<file path="src/rtl/alu_cmd_sequencer.sv">
// Sequences single ALU commands: load operands, capture the result, then hold a response until it is taken.
// Define ALU_SEQ_CHAIN_EN to let a command take operand A from the previous response (last-result register).
module alu_cmd_sequencer (
    input  logic       clk,
    input  logic       rst,
    input  logic       cmd_valid,
    output logic       cmd_ready,
    input  logic [2:0] cmd_op,
    input  logic [7:0] cmd_a,
    input  logic [7:0] cmd_b,
    input  logic       cmd_chain,
    output logic [2:0] in_selector,
    output logic [7:0] num1,
    output logic [7:0] num2,
    output logic [6:0] out_selector,
    input  logic [7:0] alu_result,
    input  logic       alu_overflow,
    output logic       rsp_valid,
    input  logic       rsp_ready,
    output logic [7:0] rsp_data,
    output logic       rsp_error,
    output logic [7:0] rsp_count,
    output logic       busy
);
    localparam logic [2:0] OP_MULT    = 3'd6;
    localparam logic [2:0] OP_INVALID = 3'd7;
    localparam logic [2:0] SEL_LOAD   = 3'b010;
    localparam logic [2:0] SEL_CLEAR  = 3'b001;

    typedef enum logic [1:0] {
        ST_IDLE    = 2'd0,
        ST_ISSUE   = 2'd1,
        ST_CAPTURE = 2'd2,
        ST_RESP    = 2'd3
    } state_t;

    state_t     state_q, state_d;
    logic [2:0] op_q, op_d;
    logic [7:0] a_q, a_d;
    logic [7:0] b_q, b_d;
    logic [7:0] rsp_data_q, rsp_data_d;
    logic       rsp_error_q, rsp_error_d;
    logic [7:0] rsp_count_q, rsp_count_d;

    logic       cmd_fire;
    logic       rsp_fire;
    logic [6:0] op_onehot;
    logic [7:0] operand_a;

    assign cmd_fire = (state_q == ST_IDLE) && cmd_valid;
    assign rsp_fire = (state_q == ST_RESP) && rsp_ready;

    always_ff @(posedge clk or negedge rst) begin
        if (!rst) begin
            state_q <= ST_IDLE;
        end else begin
            state_q <= state_d;
        end
    end

    always_comb begin
        state_d = state_q;
        case (state_q)
            ST_IDLE: begin
                if (cmd_valid) begin
                    state_d = (cmd_op == OP_INVALID) ? ST_RESP : ST_ISSUE;
                end
            end
            ST_ISSUE:   state_d = ST_CAPTURE;
            ST_CAPTURE: state_d = ST_RESP;
            ST_RESP: begin
                if (rsp_ready) begin
                    state_d = ST_IDLE;
                end
            end
            default:    state_d = ST_IDLE;
        endcase
    end

    // op code N lights out_selector bit (6 - N); op 7 never reaches ISSUE/CAPTURE
    generate
        for (genvar gi = 0; gi < 7; gi++) begin : g_op_decode
            assign op_onehot[6-gi] = (op_q == 3'(gi));
        end
    endgenerate

`ifdef ALU_SEQ_CHAIN_EN
    logic       chain_q, chain_d;
    logic [7:0] last_result_q, last_result_d;

    always_comb begin
        chain_d       = chain_q;
        last_result_d = last_result_q;
        if (cmd_fire) begin
            chain_d = cmd_chain;
        end
        if (rsp_fire) begin
            last_result_d = rsp_data_q;
        end
    end

    always_ff @(posedge clk or negedge rst) begin
        if (!rst) begin
            chain_q       <= 1'b0;
            last_result_q <= 8'h00;
        end else begin
            chain_q       <= chain_d;
            last_result_q <= last_result_d;
        end
    end

    assign operand_a = chain_q ? last_result_q : a_q;
`else
    logic unused_cmd_chain;
    assign unused_cmd_chain = cmd_chain;
    assign operand_a        = a_q;
`endif

    always_comb begin
        op_d        = op_q;
        a_d         = a_q;
        b_d         = b_q;
        rsp_data_d  = rsp_data_q;
        rsp_error_d = rsp_error_q;
        rsp_count_d = rsp_count_q;
        if (cmd_fire) begin
            op_d = cmd_op;
            a_d  = cmd_a;
            b_d  = cmd_b;
            // invalid ops skip the ALU and answer with a fixed error response
            if (cmd_op == OP_INVALID) begin
                rsp_data_d  = 8'h00;
                rsp_error_d = 1'b1;
            end
        end
        if (state_q == ST_CAPTURE) begin
            rsp_data_d  = alu_result;
            rsp_error_d = (op_q == OP_MULT) ? alu_overflow : 1'b0;
        end
        if (rsp_fire) begin
            rsp_count_d = rsp_count_q + 8'd1;
        end
    end

    always_ff @(posedge clk or negedge rst) begin
        if (!rst) begin
            op_q        <= 3'd0;
            a_q         <= 8'h00;
            b_q         <= 8'h00;
            rsp_data_q  <= 8'h00;
            rsp_error_q <= 1'b0;
            rsp_count_q <= 8'h00;
        end else begin
            op_q        <= op_d;
            a_q         <= a_d;
            b_q         <= b_d;
            rsp_data_q  <= rsp_data_d;
            rsp_error_q <= rsp_error_d;
            rsp_count_q <= rsp_count_d;
        end
    end

    always_comb begin
        cmd_ready    = 1'b0;
        busy         = 1'b1;
        in_selector  = SEL_CLEAR;
        num1         = 8'h00;
        num2         = 8'h00;
        out_selector = 7'd0;
        rsp_valid    = 1'b0;
        case (state_q)
            ST_IDLE: begin
                cmd_ready = 1'b1;
                busy      = 1'b0;
            end
            ST_ISSUE: begin
                in_selector  = SEL_LOAD;
                num1         = operand_a;
                num2         = b_q;
                out_selector = op_onehot;
            end
            ST_CAPTURE: begin
                out_selector = op_onehot;
            end
            ST_RESP: begin
                rsp_valid = 1'b1;
            end
            default: begin
                busy = 1'b1;
            end
        endcase
    end

    assign rsp_data  = rsp_data_q;
    assign rsp_error = rsp_error_q;
    assign rsp_count = rsp_count_q;

endmodule

</file>
<file path="config.mk">
export PLATFORM = sky130hd
export DESIGN_NAME = alu_cmd_sequencer
export DESIGN_NICKNAME = d
export VERILOG_FILES = /design/src/rtl/alu_cmd_sequencer.sv
export SDC_FILE = /design/constraint.sdc
export NUM_CORES = 1
export LEC_CHECK = 0
export ABC_AREA = 1
export CORE_ASPECT_RATIO = 1.5
export CORE_MARGIN = 2
export CORE_UTILIZATION = 43
export CTS_CLUSTER_SIZE = 8
export DETAILED_ROUTE_END_ITERATION = 8
export PLACE_DENSITY = 0.83
export REMOVE_ABC_BUFFERS = 1
export SLEW_MARGIN = 20
export SYNTH_ARGS = -nofsm -noshare
export SYNTH_HDL_FRONTEND = slang
export SYNTH_SLANG_ARGS = --single-unit
</file>
<file path="constraint.sdc">
create_clock -name clk -period 2.2 [get_ports clk]
set_clock_uncertainty 0.1 [all_clocks]
set_input_delay 0.44 -clock clk [delete_from_list [all_inputs] [get_ports clk]]
set_output_delay 0.44 -clock clk [all_outputs]
set_load 0.02 [all_outputs]
</file>
==> results.yml <==
route:
  wl_met1_um: 1621
  viasPerCell: 4.621
  top_layer: "met4"
  wl_met3_um: 268
  vias: 1622
  finalWirelength_um: 4291
  wire_per_inst_um: 12.23
  drt-pass1-iter-count: 4
  met2_length_um: 2334
  drt_iter0_drc: 25
  antenna_left: 0
  drc: 0
floorplanning:
  fp.dieW_um: 59.29
  die_y_um: 86.94
  die_area_mm2: 0.005154
  rows: 30
  initial_core_util_pct: 44.15
  core_area_mm2: 0.004467
  ios: 79
synthesis:
  yosysTopAreaCellShare_pct: 48.22
  avgSynthCellArea_um2: 9.172
  yosys-top-cells-count: "55 x nand2_1, 39 x inv_1, 38 x dfrtp_1"
  ys_seq_area_share_pct: 48.22
  synth_edf_count: 0
  syn-cell-area_mm2: 0.001972
  synth_cells: 215
  synthArstFlopShare_pct: 100.0
  synth_ff_type: "dfrtp_1"
  yosys.cell_types.count: 24
  yosys.cell_count.top_type: "nand2_1"
  yosysTopAreaCell: "dfrtp_1"
  ys_warn_count: 0
  synth_area_leaders: "dfrtp_1 48%, mux2_4 12%, nand2_1 10%, inv_1 7.4%, ha_1 4.4%"
  ys_seq_elements: 38
setup_path:
  worst_path_max_delay_cell: "dfrtp_1"
  path_cells: "inv_1, buf_4, ha_2, buf_12, nand2_1, inv_1, clkdlybuf4s15_1"
  critPathMostFrequentCell: "inv_1"
  critical_path_required_ns: 1.66
  arrival_ns: 1.56
  end_kind: "output pin"
  worst_setup_path_start_kind: "flop"
  crit_type: "flop to output pin"
  crit_fanout: 17
  slowest_delay_ns: 0.38
power:
  pwr-share-seq_pct: 31.2
  switchingPower_mw: 1.568
  power.density_mw_per_mm2: 1348
  clkPwrFrac_pct: 12.5
  power.internal_mw: 2.280
  p_sw_share_pct: 40.74
  total_leakage_power_nw: 1.593
  total_power_mw: 3.848
  irDropWorstVdd_v: 0.0006927
  combPwrFrac_pct: 56.3
min_path:
  hp-class: "input pin to async pin"
clock_network:
  cts_tree: "done"
  cts.sinks: 38
  cts_made_buffers: 5
  cts_root_buf: "clkbuf_8"
  clk_latency_ns: 0.28
  cts_setup_buffers: 0
  clk_pin_slew_ns: 0.07
  cts_buffer_depth: 2
  htreeDepth: 2
placement:
  gp_congestion: 0.8547
  dp_hpwl_um: 3306
  post-place-ws_ns: -0.1400
  dp_cells: 343
  numPortBuffers: 76
timing:
  rsz0062_at_grt: "no"
  finalCritPeriodShare_pct: 95.52
  setup_slack_ns: 0.09865
  setup_viol: 0
  drv_slew: 0
  setup_tns_ns: 0
  fmax_mhz: 475.9
  finalHoldViolations: 0
  fin_crit_ns: 2.101
global_routing:
  first_global_vias: 1593
  antenna_found_initial: 0
  grt_overflow_total: 0
  grt_max_degree: 39
  grt_pass1_wl_um: 7024
  grt_usage_pct: 18.09
run_status:
  status: "finished, final reports clean"
finish:
  final_nets: 342
  fin_cells: 351
  num_antenna_cells: 0
  fin_util_pct: 63.89
  drive_above_1_share_pct: 21.12
  syn2layout_area_growth_pct: 44.73
flow_run:
  drv_cap: 0
==> final cells by class <==
class / instances / area (µm²)
fill: 350 / 1613
sequential: 38 / 950.9
multi-input combinational: 132 / 837.1
timing repair buffer: 86 / 768.2
inverter: 39 / 146.4
clock buffer: 7 / 86.33
tap: 48 / 60.06
clock inverter: 1 / 5.005
==> power groups by stage <==
stage	Sequential, mW	Clock, mW	Combinational, mW
6_report	1.20	0.480	2.16
5_1_grt	1.25	0.528	2.36
4_1_cts	1.20	0.501	2.22
3_5_place_dp	1.21	0	2.33
3_3_place_gp	1.19	0	2.29
2_1_floorplan	1.31	0	1.18
==> kinds of logic after synthesis <==
| kind of cell | Yosys count | share of synthesized area (%) |
|---|---|---|
| buf+inv | 45 | 9.835 |
| fa+ha+maj | 7 | 4.441 |
| other cells | 1 | 0.1902 |
| flops | 38 | 48.22 |
| mux | 18 | 13.32 |
| simple gates | 96 | 20.56 |
| xor+xnor | 4 | 1.777 |
| compound gates | 6 | 1.649 |
==> final timing paths <==
kind | start | end | slack (ns) | depth (start not counted)
worst max-delay path | state_q[1]$_DFFE_PN0P_ | num2[6] | 0.1 | 7
worst min-delay path | rst | a_q[0]$_DFFE_PN0P_ | 0.005 | 2
worst max register to register | state_q[0]$_DFFE_PN0P_ | rsp_count[1]$_DFFE_PN0P_ | 0.65 | 5
worst min register to register | rsp_data[5]$_DFFE_PN0P_ | rsp_data[5]$_DFFE_PN0P_ | 0.38 | 2
max in group asynchronous | rst | rsp_count[7]$_DFFE_PN0P_ | 1.80 | 2
min in group clk | rsp_data[5]$_DFFE_PN0P_ | rsp_data[5]$_DFFE_PN0P_ | 0.38 | 2
==> cell usage in the layout (no fill, tap or decap), drive strengths merged <==
cell type / n
clkbuf: 21
o21ai: 2
nand3: 15
dlymetal6s2s: 1
buf: 16
nor2: 19
clkdlybuf4s15: 1
dlygate4sd2: 6
nor3: 1
clkinv: 1
clkdlybuf4s50: 48
o21bai: 1
xor2: 2
inv: 39
or2: 1
conb: 1
ha: 7
mux2: 18
nand4: 1
a21oi: 3
xnor2: 2
nand2: 59
dfrtp: 38
==> critical path: cells and delay by family, from the launching register on <==
kind,cells,cell delay (ns)
adder cells (fa/ha/maj),1,0.19
buffers and inverters,5,0.64
flip-flops,1,0.38
AND/OR/NAND/NOR,1,0.05
==> per-layer routing <==
layer	vias to the layer above	track usage, %
met1	747	19.79
met4	0	6.818
met5	-	0
met3	5	5.795
met2	46	31.67
li1	824	-
==> what timing repair did <==
action                     in CTS  in global routing
setup endpoints to repair      26                 18
hold buffers                    0                  0
gates resized for setup        45                 30
==> state kept, by name (all words and copies together), names as in the netlist <==
signal     count
op_q           3
b_q            8
a_q            8
rsp_count      8
rsp_error      1
rsp_data       8
state_q        2
==> metrics by stage <==
stage / hold WS (ns) / area (µm²)
3_3_place_gp: 0.3208 / 2853
3_5_place_dp: 0.3222 / 2853
4_1_cts: 0.002484 / 2905
5_1_grt: 0.005781 / 2854
6_report: 0.004986 / 2854
2_1_floorplan: 0.04441 / 1924
No activity file was read; power rests on OpenSTA's default activity.
